### src/rtl/digit_match_pkg.sv
// Shared constants, types and FSM encoding for the digit template matcher.
package digit_match_pkg;

    localparam int N_PIX        = 121;  // 11x11 pixels, row-major, addr = row*11+col
    localparam int N_CLASSES    = 10;   // digit templates 0..9
    localparam int PIX_W        = 8;
    localparam int ACC_W        = 15;   // 121*255 = 30855 fits in 15 bits
    localparam int ADDR_W       = 7;
    localparam int CLASS_W      = 4;
    localparam int RUN_CYCLES   = N_PIX;
    localparam int DRAIN_CYCLES = 2;    // memory stage + difference stage

    typedef logic [PIX_W-1:0]   pix_t;
    typedef logic [ACC_W-1:0]   score_t;
    typedef logic [CLASS_W-1:0] class_t;
    typedef logic [ADDR_W-1:0]  addr_t;

    typedef enum logic [2:0] {
        IDLE,
        RUN,
        DRAIN,
        CMP,
        DONE
    } state_t;

    typedef struct packed {
        class_t cls;
        score_t score;
    } best_t;

endpackage

### src/rtl/abs_diff_acc.sv
// Registered absolute pixel difference feeding a clearable score accumulator.
module abs_diff_acc
    import digit_match_pkg::*;
(
    input  logic             clk,
    input  logic             reset,
    input  logic             clear,
    input  logic             en,
    input  logic [PIX_W-1:0] a,
    input  logic [PIX_W-1:0] b,
    output logic [ACC_W-1:0] acc
);

    pix_t diff_q;
    logic add_q;

    // Difference stage: capture |a-b| whenever a valid pixel pair arrives.
    // NOTE: sequential state uses non-blocking assignments so every register samples pre-edge values.
    always_ff @(posedge clk) begin
        if (reset) begin
            diff_q <= '0;
            add_q  <= 1'b0;
        end else begin
            add_q <= en;
            if (en) begin
                diff_q <= (a >= b) ? (a - b) : (b - a);
            end
        end
    end

    // Accumulate stage: clear starts a new class, otherwise add the registered difference.
    always_ff @(posedge clk) begin
        if (reset) begin
            acc <= '0;
        end else if (clear) begin
            acc <= '0;
        end else if (add_q) begin
            acc <= acc + ACC_W'(diff_q);
        end
    end

endmodule

### src/rtl/digit_match_scheduler.sv
// Time-multiplexes one difference/accumulate unit across all ten digit templates
// and reports the lowest-scoring class with a threshold match flag.
module digit_match_scheduler
    import digit_match_pkg::*;
(
    input  logic             clk,
    input  logic             reset,
    input  logic             start,
    input  logic [ACC_W-1:0] match_thr,
    output logic [6:0]       img_addr,
    input  logic [PIX_W-1:0] img_data,
    output logic [3:0]       tpl_class,
    output logic [6:0]       tpl_addr,
    input  logic [PIX_W-1:0] tpl_data,
    output logic             busy,
    output logic             done,
    output logic [3:0]       best_class,
    output logic [ACC_W-1:0] best_score,
    output logic             match
);

    state_t state, next_state;
    addr_t  cnt;
    class_t class_cnt;
    score_t thr_q;
    score_t acc;
    best_t  running_best, new_best;
    logic   rd_valid;
    logic   acc_clear;
    logic   last_class;

    assign last_class = (class_cnt == class_t'(N_CLASSES - 1));
    assign tpl_class  = class_cnt;

    // State register.
    always_ff @(posedge clk) begin
        if (reset) state <= IDLE;
        else       state <= next_state;
    end

    // Next-state logic: RUN sweeps pixels, DRAIN flushes the pipeline, CMP picks the next class.
    // NOTE: combinational blocks assign every output a default first so no latch is inferred.
    always_comb begin
        next_state = state;
        case (state)
            IDLE:    if (start) next_state = RUN;
            RUN:     if (cnt == addr_t'(RUN_CYCLES - 1)) next_state = DRAIN;
            DRAIN:   if (cnt == addr_t'(DRAIN_CYCLES - 1)) next_state = CMP;
            CMP:     next_state = last_class ? DONE : RUN;
            DONE:    next_state = IDLE;
            default: next_state = IDLE;
        endcase
    end

    // Output decode: addresses only sweep during RUN, parked at zero otherwise.
    always_comb begin
        busy      = (state == RUN) || (state == DRAIN) || (state == CMP);
        done      = (state == DONE);
        img_addr  = '0;
        tpl_addr  = '0;
        acc_clear = 1'b0;
        if (state == RUN) begin
            img_addr  = cnt;
            tpl_addr  = cnt;
            acc_clear = (cnt == '0);
        end
    end

    // Cycle counter shared by RUN (pixel index) and DRAIN; restarts on every state change.
    always_ff @(posedge clk) begin
        if (reset) begin
            cnt <= '0;
        end else if (next_state != state) begin
            cnt <= '0;
        end else if (state == RUN || state == DRAIN) begin
            cnt <= cnt + 7'd1;
        end
    end

    // Class counter advances at each compare; threshold is captured when a run is accepted.
    always_ff @(posedge clk) begin
        if (reset) begin
            class_cnt <= '0;
            thr_q     <= '0;
        end else begin
            if (state == IDLE && start) thr_q <= match_thr;
            if (state == CMP) class_cnt <= last_class ? '0 : class_cnt + 4'd1;
        end
    end

    // Read-data valid flag: memory data lags the issued address by one cycle.
    always_ff @(posedge clk) begin
        if (reset) rd_valid <= 1'b0;
        else       rd_valid <= (state == RUN);
    end

    abs_diff_acc u_abs_diff_acc (
        .clk   (clk),
        .reset (reset),
        .clear (acc_clear),
        .en    (rd_valid),
        .a     (img_data),
        .b     (tpl_data),
        .acc   (acc)
    );

    // Candidate best: class 0 seeds it; later classes win only on a strictly lower score.
    always_comb begin
        new_best = running_best;
        if (class_cnt == '0 || acc < running_best.score) begin
            new_best = '{cls: class_cnt, score: acc};
        end
    end

    // Best tracking; visible results change only when the final class is compared.
    always_ff @(posedge clk) begin
        if (reset) begin
            running_best <= '0;
            best_class   <= '0;
            best_score   <= '0;
            match        <= 1'b0;
        end else if (state == CMP) begin
            running_best <= new_best;
            if (last_class) begin
                best_class <= new_best.cls;
                best_score <= new_best.score;
                match      <= (new_best.score <= thr_q);
            end
        end
    end

endmodule

### config.mk
export PLATFORM = sky130hd
export DESIGN_NAME = digit_match_scheduler
export DESIGN_NICKNAME = d
export VERILOG_FILES = /design/src/rtl/digit_match_pkg.sv /design/src/rtl/abs_diff_acc.sv /design/src/rtl/digit_match_scheduler.sv
export SDC_FILE = /design/constraint.sdc
export NUM_CORES = 1
export LEC_CHECK = 0
export BUFFER_PORTS_ARGS = -buffer_cell sky130_fd_sc_hd__buf_2
export CORE_UTILIZATION = 55
export DETAILED_ROUTE_END_ITERATION = 8
export PLACE_DENSITY = 0.75
export SYNTH_ARGS = -nofsm -noshare
export SYNTH_HDL_FRONTEND = slang
export SYNTH_HIERARCHICAL = 1
export SYNTH_SLANG_ARGS = --single-unit
### constraint.sdc
create_clock -name clk -period 8.6 [get_ports clk]
set_input_delay 0.86 -clock clk [delete_from_list [all_inputs] [get_ports clk]]
set_output_delay 0.86 -clock clk [all_outputs]
set_load 0.01 [all_outputs]
-- Yosys cells after proc, flatten, opt, wreduce, memory -nomap -nowiden
Index checks and enable logic that the tools add are counted.
- bits in registers: 93
- input port bits: 34
- output and inout port bits: 40
- word-level logic and storage cells: 49
- add/sub/neg operators: 5
- order comparisons: 3
- eq/ne operators: 8
- multiplexer cells: 10
- reductions and logical operators: 10
- operators with widths (kind ; count):
    19-bit two-way mux ; 1
    8-bit subtractor ; 2
    15-bit by 8-bit adder with 15-bit output ; 1
    15-bit <= comparator ; 1
    15-bit < comparator ; 1
    3-bit two-way mux ; 4
    3-bit one-hot mux with 4 select lines ; 1
    8-bit >= comparator ; 1
    8-bit two-way mux ; 1
    7-bit by 1-bit adder with 7-bit output, second input constant ; 1
    7-bit by 1-bit == test with 1-bit output, second input constant ; 1
    7-bit == test, second input constant ; 1
    7-bit zero test ; 1
    7-bit two-way mux ; 1
    3-bit by 2-bit == test with 1-bit output, second input constant ; 2
    4-bit by 1-bit adder with 4-bit output, second input constant ; 1
    4-bit == test, second input constant ; 1
    4-bit zero test ; 1
    4-bit two-way mux ; 1
    2-bit OR reduction ; 2
    3-bit by 1-bit == test with 1-bit output, second input constant ; 1
    3-bit == test, second input constant ; 1
    3-bit zero test ; 1
    1-bit logical OR ; 3
    4 further kinds ; 4

-- Depth between registers and ports, before layout
Gate-level depths: netlist (run 1).
- depth after elaboration: 5
- mapped depth: 15
- depth with buffers taken out: 14

-- Cells and area by module
The synthesis (run 1) kept the hierarchy.
- by module, submodules not included (module ; instances ; cells an instance ; area each (um^2) ; sequential area each (um^2)):
    digit_match_scheduler ; 1 ; 441 ; 3764.9 ; 1381.3
    abs_diff_acc ; 1 ; 234 ; 2083.2 ; 480.5

-- Worst setup path before layout (run 1)
OpenSTA, ideal clock, no wires.
- kind: reg2reg
- start: register u_abs_diff_acc.acc[8]
- end: register match
- setup time: 0.074 ns
- arrival: 3.179 ns
- data required time: 8.526 ns
- path slack: 5.347 ns
- stages on the path, launching flop included: 15
- path buffers: 1
- clock period less this slack: 3.253 ns
- cell sequence: dfxtp_1 ha_1 o21ai_0 a211oi_1 nand2_1 o21ai_2 buf_2 mux2_2 ha_1 nor2b_1 o21ai_0 a21oi_1 a2111oi_0 o31ai_1 o21ai_0
- RTL lines (what ; RTL line ; text):
    from (decl) ; abs_diff_acc.sv:11 ; output logic [ACC_W-1:0] acc
    from (signal assigned) ; abs_diff_acc.sv:38 ; acc <= acc + ACC_W'(diff_q);
    to (signal assigned) ; digit_match_scheduler.sv:127 ; match <= (new_best.score <= thr_q);
    to (decl) ; digit_match_scheduler.sv:19 ; output logic match

==> results.py, run 1 <==
metrics = {
    "sta": {
        "final_max_slew_viol_count": 0,
        "clock_skew_ns": 0.0110,
        "tightest_slew_ns": 1.17,
        "setup_viol": 0,
        "hold_viol": 0,
        "min_period_ns": 3.94,
        "timing.fmax_ghz": 0.254,
        "setup_tns_ns": 0,
        "relSlewSlack": 0.216,
        "grt_setup_unrepaired": "false",
        "fin_hold_ws_ns": 0.447,
        "timing.final.crit_share": 0.458,
    },
    "setup_path": {
        "cp-start-kind": "register",
        "cp_top_family": "compound AO/OA/AOI/OAI gates",
        "crit_fanout": 17,
        "crit_type": "register to register",
        "path_buf_inv": 1,
        "slowest_delay_ns": 0.73,
        "worst_path_max_delay_cell": "o21ai_2",
        "crit_arrival_ns": 4.23,
        "end_kind": "register",
        "crit_chain": "inv_1 > ha_1 > nand4_1 > a211oi_1 > nand2_1 > o21ai_2 > mux2_2 > ha_1 > nor2b_1 > o21ai_0 > a21oi_1 > a2111oi_0 > o31ai_1 > o21ai_0",
        "worst_ep_required_time_ns": 8.88,
    },
    "synth": {
        "ys_seq_area_frac": 0.318,
        "syn_area_um2": 5850,
        "synth-main-ff-cell": "dfxtp_1",
        "synth_seq_cells": 93,
        "async_reset_ff_frac": 0,
        "syn_inst": 675,
        "synth_enable_flop_cells": 0,
        "synth_cell_type_count": 68,
        "syn-mean-instance-area_um2": 8.66,
        "synth_warnings": 6,
        "synth.net_count": 767,
    },
    "layout": {
        "fin_nets": 821,
        "drive_gt1_frac": 0.177,
        "syn_to_final_growth_pct": 9.84,
        "diodes": 0,
        "fill_cells": 927,
    },
    "cts": {
        "cts.sinks": 93,
        "htreeDepth": 3,
        "hold_buffers": 0,
        "clk_pin_slew_worst_paths_ns": 0.09,
        "cts_buffers": 9,
        "cts_tree": "done",
        "post_cts_buffers": 0,
        "clockBufferDepth": 2,
        "clk_latency_ns": 0.36,
        "root_buffer": "clkbuf_8",
        "cts_resized": 0,
    },
    "power": {
        "p_leak_nw": 2.92,
        "p_per_area_nw_per_um2": 137,
        "ir_drop_mv": 0.119,
    },
    "global_routing": {
        "grt_overflow": 0,
        "track_usage": 0.239,
        "grt_pass1_vias": 4721,
        "antenna_found_initial": 0,
        "grt_max_degree": 56,
        "grt_pass1_wl_um": 21500,
    },
    "floorplan": {
        "io-pin-count": 74,
        "initial_utilization": 0.566,
        "die_area_um2": 11000,
        "row_count": 37,
        "die_x_um": 105,
        "die_h_um": 105,
        "placeableCoreArea_um2": 10300,
    },
    "run_status": {
        "outcome": "finished, final reports clean",
    },
    "drt": {
        "drcViolationCount": 0,
        "drtPass1Iterations": 6,
        "first_iter_violations": 232,
        "wl_um": 12800,
        "wl_per_cell_um": 14.7,
        "drtAntennaViolNets": 0,
        "num_vias": 4904,
        "vias_per_cell": 5.64,
    },
    "placement": {
        "gp_congestion": 0.835,
        "dp_hpwl_um": 9750,
        "port_buffers": 73,
    },
    "run": {
        "cap_violations": 0,
    },
    "min_path": {
        "hold_path.class": "register to register",
    },
}
## cell usage after synthesis (all sizes together), types with 3 or more instances
library cell / instances / area share
mux2: 14 / 0.027
nand3: 8 / 0.0068
a21o: 14 / 0.018
nand2: 67 / 0.043
inv: 57 / 0.037
or4: 7 / 0.0090
o221ai: 6 / 0.0090
xor2: 3 / 0.0045
a31oi: 6 / 0.012
a211oi: 17 / 0.027
nand3b: 5 / 0.0086
nor2: 60 / 0.039
buf: 20 / 0.024
a221o: 6 / 0.010
a21oi: 48 / 0.045
and2: 9 / 0.0098
mux2i: 36 / 0.062
nor2b: 7 / 0.0075
o21ai: 38 / 0.036
clkbuf: 14 / 0.0090
o31ai: 8 / 0.013
ha: 55 / 0.12
nor3: 11 / 0.011
or3: 4 / 0.0043
nand2b: 6 / 0.0064
nand4: 13 / 0.016
fa: 3 / 0.010
o21a: 4 / 0.0051
dfxtp: 93 / 0.32
xnor2: 8 / 0.012
## worst paths after layout
kind,startpoint,end,slack [ns],cells past startpoint
worst max register to register,running_best[13]$_SDFFE_PP0P_,match$_SDFFE_PP0P_,4.66,14
worst min-delay path,best_score[8]$_SDFFE_PP0P_,best_score[8]$_SDFFE_PP0P_,0.45,2
worst min register to register,best_score[8]$_SDFFE_PP0P_,best_score[8]$_SDFFE_PP0P_,0.45,2
worst max-delay path,running_best[13]$_SDFFE_PP0P_,match$_SDFFE_PP0P_,4.66,14
## area by class of cell
cell class | count | area, µm² | area share
Multi-Input combinational cell | 490 | 3570 | 0.556
Sequential cell | 93 | 1860 | 0.290
Timing Repair Buffer | 77 | 395 | 0.0616
Inverter | 58 | 218 | 0.0339
Tap cell | 136 | 170 | 0.0265
Clock buffer | 11 | 131 | 0.0205
Clock inverter | 4 | 73.8 | 0.0115
## through the flow
| step | power (W) | setup WS (ns) | area, µm² | cells | util |
|---|---|---|---|---|---|
| CTS | 0.000889 | 4.76 | 6420 | 869 | 0.622 |
| detailed placement | 0.000583 | 4.78 | 6220 | 854 | 0.602 |
| global route | 0.000924 | 4.40 | 6420 | 869 | 0.622 |
| finish | 0.000883 | 4.66 | 6420 | 869 | 0.622 |
| global placement | 0.000578 | 4.91 | 6220 | 854 | 0.602 |
| floorplan | 0.000552 | 5.35 | 5850 | 675 | - |
## power by group
group | switching (W) | internal [W]
Sequential | 0.00000809 | 0.000439
Clock | 0.000146 | 0.000163
Combinational | 0.0000773 | 0.0000501
Total | 0.000232 | 0.000651
## registers in the layout, summed over array words and instances (netlist names)
| name | cells |
|---|---|
| state | 3 |
| u_abs_diff_acc/diff_q | 8 |
| rd_valid | 1 |
| running_best | 19 |
| u_abs_diff_acc/add_q | 1 |
| thr_q | 15 |
| best_class | 4 |
| match | 1 |
| u_abs_diff_acc/acc | 15 |
| cnt | 7 |
| tpl_class | 4 |
| best_score | 15 |
## routing by layer
metal	track usage	share of wire	up-vias	wire, µm
met2	0.416	0.47	143	6070
met3	0.0505	0.056	17	714
met5	0	0	-	0
li1	-	-	2487	-
met1	0.299	0.46	2257	5830
met4	0.0634	0.015	0	188
## cell families (layout without fill, tap and decap cells)
group	after synthesis	after routing	synth area share
adders and majority gates	58	58	0.128
DFF	93	93	0.318
AOI/OAI and AO/OA	163	163	0.197
and+or+nand+nor	208	208	0.181
buffers and inverters	92	150	0.0706
muxes	50	50	0.0886
xor gates and xnor gates	11	11	0.0165
## cell usage in the layout (no fill, tap or decap), types with 3 or more instances in the layout
| cell | count |
|---|---|
| dfxtp_1 | 93 |
| buf_2 | 73 |
| nand2_1 | 67 |
| nor2_1 | 59 |
| inv_1 | 56 |
| ha_1 | 55 |
| a21oi_1 | 46 |
| mux2i_1 | 36 |
| o21ai_0 | 24 |
| mux2_2 | 14 |
| a21o_1 | 14 |
| nand4_1 | 12 |
| a211oi_1 | 11 |
| o21ai_1 | 11 |
| nor3_1 | 10 |
| clkbuf_8 | 9 |
| nand3_1 | 8 |
| and2_1 | 8 |
| xnor2_1 | 8 |
| o31ai_1 | 7 |
| or4_1 | 7 |
| nor2b_1 | 7 |
| nand2b_1 | 6 |
| o221ai_1 | 6 |
| a221o_1 | 6 |
| a211oi_2 | 6 |
| nand3b_1 | 4 |
| or3_1 | 4 |
| a31oi_1 | 4 |
| o21a_1 | 4 |
| buf_4 | 4 |
| xor2_1 | 3 |
| fa_1 | 3 |
## worst register-to-register path, cell delays in order (launching register included)
cell	delay [ns]
dfxtp_1	0.38
inv_1	0.06
ha_1	0.31
nand4_1	0.13
a211oi_1	0.31
nand2_1	0.14
o21ai_2	0.73
mux2_2	0.42
ha_1	0.29
nor2b_1	0.13
o21ai_0	0.14
a21oi_1	0.09
a2111oi_0	0.45
o31ai_1	0.12
o21ai_0	0.18
Power figures use the tool's default switching activity.
==> run 2, diff against run 1 <==
==> constraint.sdc (replaced) <==
create_clock -name clk -period 4 [get_ports clk]
set_input_delay 0.4 -clock clk [delete_from_list [all_inputs] [get_ports clk]]
set_output_delay 0.4 -clock clk [all_outputs]
set_load 0.01 [all_outputs]
==> results.py, run 2 (synthesis results as in run 1) <==
metrics = {
    "run_status": {
        "outcome": "finished, final reports clean",
    },
    "floorplan": {
        "die_area_um2": 11000,
        "initial_utilization": 0.566,
        "row_count": 37,
        "io-pin-count": 74,
        "die_h_um": 105,
        "placeableCoreArea_um2": 10300,
        "die_x_um": 105,
    },
    "layout": {
        "final_area_um2": 6440,
        "fin_nets": 826,
        "drive_gt1_frac": 0.186,
        "mostFrequentLayoutCell": "dfxtp_1",
        "largest_reg_flops": 19,
        "syn_to_final_growth_pct": 10.1,
        "final_cell_mix": "dfxtp_1 (93), buf_2 (73), nand2_1 (67)",
        "largest-register": "running_best",
        "diodes": 0,
    },
    "setup_path": {
        "reg2reg_to": "match$_SDFFE_PP0P_",
        "cp-start-kind": "register",
        "rr_startpoint": "running_best[13]$_SDFFE_PP0P_",
        "r2r_cells": 14,
        "crit_fanout": 9,
        "end_kind": "register",
        "crit_arrival_ns": 3.88,
        "crit_type": "register to register",
        "worst_ep_required_time_ns": 4.31,
        "r2r_slack_ns": 0.43,
    },
    "drt": {
        "drtAntennaViolNets": 0,
        "vias_per_cell": 5.68,
        "drtPass1Iterations": 5,
        "wl_um": 13200,
        "num_vias": 4961,
        "first_iter_violations": 220,
        "drcViolationCount": 0,
        "wl_per_cell_um": 15.1,
    },
    "sta": {
        "timing.fmax_ghz": 0.280,
        "hold_viol": 0,
        "final_max_slew_viol_count": 0,
        "worst_slack_ns": 0.428,
        "relSlewSlack": 0.497,
        "timing.final.crit_share": 0.893,
        "clock_skew_ns": 0.0173,
        "tightest_slew_ns": 0.752,
        "min_period_ns": 3.57,
        "grt_setup_unrepaired": "false",
        "setup_viol": 0,
        "setup_tns_ns": 0,
    },
    "min_path": {
        "hold_path.class": "input pin to register",
        "whs_endpoint": "thr_q[8]$_SDFFE_PP0P_",
        "hold_depth": 3,
        "hold_start": "match_thr[8]",
    },
    "global_routing": {
        "grt_pass1_vias": 4646,
        "antenna_found_initial": 0,
        "grt_overflow": 0,
        "grt_max_degree": 32,
        "grt_pass1_wl_um": 21900,
        "track_usage": 0.249,
    },
    "cts": {
        "clockBufferDepth": 2,
        "cts.sinks": 93,
        "clk_pin_slew_worst_paths_ns": 0.10,
        "post_cts_buffers": 0,
        "cts_resized": 0,
        "root_buffer": "clkbuf_8",
        "cts_buffers": 9,
        "hold_buffers": 0,
        "clk_latency_ns": 0.38,
        "htreeDepth": 3,
        "cts_tree": "done",
    },
    "placement": {
        "placed_cell_area_um2": 6260,
        "port_buffers": 73,
        "dp_hpwl_um": 10200,
        "dpl_worst_slack_ns": 0.460,
        "gp_congestion": 0.906,
    },
    "power": {
        "p_per_area_nw_per_um2": 287,
        "p_leak_nw": 2.93,
        "ir_drop_mv": 0.159,
    },
    "run": {
        "cap_violations": 0,
    },
}
[run 2: changes by cell type in the layout (fill, tap and decap cells not counted)]
cell,previous run,this run
buf_4,4,9
bufinv_16,2,0
clkbuf_1,2,0
clkbuf_8,9,11
clkinvlp_4,0,2
clkinv_2,1,0
inv_6,0,1
[run 2: worst max path at each step]
stage / slack [ns] / from / end / cells past startpoint
global placement: 0.58 / running_best[13]$_SDFFE_PP0P_ / match$_SDFFE_PP0P_ / 14
detailed placement: 0.46 / running_best[13]$_SDFFE_PP0P_ / match$_SDFFE_PP0P_ / 14
finish: 0.43 / running_best[13]$_SDFFE_PP0P_ / match$_SDFFE_PP0P_ / 14
global route: 0.18 / running_best[13]$_SDFFE_PP0P_ / match$_SDFFE_PP0P_ / 14
CTS: 0.44 / running_best[13]$_SDFFE_PP0P_ / match$_SDFFE_PP0P_ / 14
floorplan: 0.75 / u_abs_diff_acc/acc[8]$_SDFFE_PP0P_ / match$_SDFFE_PP0P_ / 14
[run 2: area by class of cell]
cell class / count / area [µm²]
clock buffer: 11 / 151
clock inverter: 4 / 32.5
fill: 921 / 3880
inverter: 58 / 218
multi-input combinational: 490 / 3570
sequential: 93 / 1860
tap: 136 / 170
timing repair buffer: 82 / 433
[run 2: stage by stage]
step,hold slack (ns),instances,util,power (W)
floorplan,0.436,675,-,0.00119
global placement,0.431,859,0.606,0.00124
detailed placement,0.440,859,0.606,0.00125
CTS,0.237,874,0.624,0.00185
global route,0.240,874,0.624,0.00192
finish,0.247,874,0.624,0.00185
[run 2: per-layer routing]
| metal | share of wire | track usage | vias up | wire, µm |
|---|---|---|---|---|
| met1 | 0.47 | 0.328 | 2321 | 6210 |
| met2 | 0.47 | 0.408 | 118 | 6190 |
| met5 | 0 | 0 | - | 0 |
| met4 | 0.019 | 0.0875 | 0 | 247 |
| li1 | - | - | 2501 | - |
| met3 | 0.043 | 0.0437 | 21 | 566 |
[run 2: report_power, final]
group | total, W | internal, W | leakage (nW) | switching, W
combinational | 0.000275 | 0.000108 | 2.09 | 0.000167
clock | 0.000612 | 0.000260 | 0.0880 | 0.000352
sequential | 0.000959 | 0.000943 | 0.753 | 0.0000163
[run 2: worst max-delay path: stages (launching register included)]
cell and delay (ns):
dfxtp_1 0.40, inv_1 0.06, ha_1 0.31, nand4_1 0.12, a211oi_1 0.30, nand2_1 0.15, o21ai_2 0.38, buf_4 0.27
mux2_2 0.38, ha_1 0.30, a21o_1 0.19, a21o_1 0.17, a211oi_1 0.23, o31ai_1 0.10, o21ai_0 0.14
==> run 3, diff against run 2 <==
--- a/config.mk
+++ b/config.mk
@@ -6,10 +6,12 @@
 export NUM_CORES = 1
 export LEC_CHECK = 0
 export BUFFER_PORTS_ARGS = -buffer_cell sky130_fd_sc_hd__buf_2
-export CORE_UTILIZATION = 55
+export CELL_PAD_IN_SITES_DETAIL_PLACEMENT = 0
+export CELL_PAD_IN_SITES_GLOBAL_PLACEMENT = 1
+export CORE_UTILIZATION = 44
 export DETAILED_ROUTE_END_ITERATION = 8
-export PLACE_DENSITY = 0.75
+export MAX_ROUTING_LAYER = met4
+export PLACE_DENSITY = 0.79
 export SYNTH_ARGS = -nofsm -noshare
 export SYNTH_HDL_FRONTEND = slang
-export SYNTH_HIERARCHICAL = 1
 export SYNTH_SLANG_ARGS = --single-unit
==> results.py, run 3 <==
metrics = {
    "cts": {
        "root_buffer": "clkbuf_16",
        "hold_buffers": 0,
        "clk_pin_slew_worst_paths_ns": 0.06,
        "cts_buffers": 9,
        "cts.sinks": 93,
        "clockBufferDepth": 2,
        "cts_resized": 0,
        "htreeDepth": 3,
        "clk_latency_ns": 0.35,
        "cts_tree": "done",
        "post_cts_buffers": 0,
    },
    "setup_path": {
        "end_kind": "register",
        "worst_ep_required_time_ns": 4.27,
        "reg2reg_to": "match$_SDFFE_PP0P_",
        "cp-startpoint": "running_best[14]$_SDFFE_PP0P_",
        "r2r_cells": 13,
        "r2r_slack_ns": 0.42,
        "path_depth": 13,
        "slowest_delay_ns": 0.42,
        "rr_startpoint": "running_best[14]$_SDFFE_PP0P_",
        "crit_type": "register to register",
        "crit_fanout": 16,
        "cp_top_family": "compound AO/OA/AOI/OAI gates",
        "crit_end": "match$_SDFFE_PP0P_",
        "cp-start-kind": "register",
        "path_buf_inv": 2,
        "worst_path_max_delay_cell": "o21ai_1",
        "crit_chain": "inv_1 > ha_1 > nand4_1 > or3_1 > o21ai_1 > buf_12 > mux2_2 > ha_1 > a21o_1 > a21o_1 > a211oi_1 > a21oi_1 > o21ai_0",
        "crit_arrival_ns": 3.85,
    },
    "power": {
        "p_leak_nw": 2.98,
        "ir_drop_mv": 0.191,
        "p_per_area_nw_per_um2": 334,
    },
    "drt": {
        "drcViolationCount": 0,
        "wl_um": 12700,
        "drtAntennaViolNets": 0,
        "wl_per_cell_um": 14.4,
        "vias_per_cell": 5.23,
        "drtPass1Iterations": 4,
        "first_iter_violations": 219,
        "num_vias": 4593,
    },
    "run_status": {
        "outcome": "finished, final reports clean",
    },
    "global_routing": {
        "grt_overflow": 0,
        "grt_max_degree": 57,
        "antenna_found_initial": 0,
        "grt_pass1_vias": 4309,
        "grt_pass1_wl_um": 21200,
        "track_usage": 0.212,
    },
    "sta": {
        "hold_viol": 0,
        "final_max_slew_viol_count": 0,
        "timing.fmax_ghz": 0.279,
        "tightest_slew_ns": 0.744,
        "grt_setup_unrepaired": "false",
        "timing.final.crit_share": 0.896,
        "min_period_ns": 3.58,
        "setup_viol": 0,
        "setup_tns_ns": 0,
        "relSlewSlack": 0.491,
        "clock_skew_ns": 0.00759,
    },
    "layout": {
        "largest-register": "running_best",
        "drive_gt1_frac": 0.166,
        "multi_input_area_um2": 3360,
        "largest_reg_flops": 19,
        "register_area_um2": 1860,
        "utilization": 0.523,
        "final_cells": 879,
        "mostFrequentLayoutCell": "dfxtp_1",
        "fill_cells": 1184,
        "syn_to_final_growth_pct": 14.2,
        "diodes": 0,
        "final_area_um2": 6390,
        "final_cell_mix": "dfxtp_1 (93), buf_2 (73), nand2_1 (60)",
        "fin_nets": 798,
    },
    "synth": {
        "synth_seq_cells": 93,
        "synth.net_count": 743,
        "syn_area_um2": 5600,
        "synth_cell_type_count": 52,
        "yosysMostFrequentCell": "dfxtp_1",
        "synth_common_cells": "dfxtp_1 (93), nand2_1 (60), nor2_1 (57)",
        "ys_seq_area_frac": 0.333,
        "syn-mean-instance-area_um2": 8.60,
        "async_reset_ff_frac": 0,
        "netlist.area_leader.share": 0.333,
        "syn_inst": 651,
        "synth-main-ff-cell": "dfxtp_1",
        "synth_area_leaders": "dfxtp_1 (33%), ha_1 (12%), mux2i_1 (8.2%)",
        "synth_top_area_cell": "dfxtp_1",
        "synth_warnings": 0,
        "synth_enable_flop_cells": 0,
    },
    "placement": {
        "gp_congestion": 0.928,
        "placed_cell_area_um2": 6070,
        "port_buffers": 73,
        "dp_cells": 863,
        "dp_hpwl_um": 9550,
    },
    "floorplan": {
        "row_count": 40,
        "initial_utilization": 0.458,
        "die_h_um": 115,
        "die_x_um": 115,
        "die_area_um2": 13200,
        "placeableCoreArea_um2": 12200,
        "io-pin-count": 74,
    },
    "min_path": {
        "hold_path.class": "input pin to register",
    },
    "run": {
        "cap_violations": 0,
    },
}
[run 3: how the worst min path moves through the flow]
stage	start	end	slack, ns	cells after the start
detailed placement	best_class[3]$_SDFFE_PP0P_	best_class[3]$_SDFFE_PP0P_	0.44	1
finish	match_thr[4]	thr_q[4]$_SDFFE_PP0P_	0.29	3
global route	match_thr[6]	thr_q[6]$_SDFFE_PP0P_	0.29	3
CTS	match_thr[4]	thr_q[4]$_SDFFE_PP0P_	0.28	3
global placement	best_score[14]$_SDFFE_PP0P_	best_score[14]$_SDFFE_PP0P_	0.43	2
floorplan	thr_q[10]$_SDFFE_PP0P_	thr_q[10]$_SDFFE_PP0P_	0.44	2
[run 3: per-layer routing]
metal  vias to the layer above  wire length, µm  track usage
met5                         -                0            -
li1                       2369                -            -
met3                        15              538       0.0311
met2                        96             5420        0.322
met4                         0              197       0.0788
met1                      2113             6520        0.286
[run 3: logic make-up (layout without fill, tap and decap cells)]
family,count (synthesis),count (layout),synth area share
muxes,59,59,0.108
and+or+nand+nor,197,197,0.171
AOI/OAI and AO/OA,126,126,0.143
xor gates and xnor gates,26,26,0.0407
DFF,93,93,0.333
buffers and inverters,92,152,0.0715
adders and majority gates,58,58,0.134
[run 3: through the flow]
step / worst slack, ns / hold slack (ns) / total power [W]
2_1_floorplan: 1.05 / 0.436 / 0.00117
3_3_place_gp: 0.576 / 0.431 / 0.00123
3_5_place_dp: 0.456 / 0.438 / 0.00123
4_1_cts: 0.432 / 0.277 / 0.00216
5_1_grt: 0.174 / 0.294 / 0.00223
6_report: 0.417 / 0.286 / 0.00213
[run 3: area by class of cell]
type	count	share of cell area
inverter	56	0.0329
multi-input combinational	466	0.525
timing repair buffer	80	0.0673
clock inverter	7	0.0153
tap	168	0.0329
sequential	93	0.291
clock buffer	9	0.0352
[run 3: where the power goes]
group	internal, W	total [W]	switching [W]	leakage, nW
combinational	0.000106	0.000247	0.000141	2.08
clock	0.000551	0.000926	0.000375	0.152
sequential	0.000945	0.000961	0.0000168	0.753
total	0.00160	0.00213	0.000533	2.98
[run 3: tightest hold or removal path, cell delays in order]
cell     delay [ns]
buf_2          0.09
nand2_1        0.04
a21oi_1        0.05
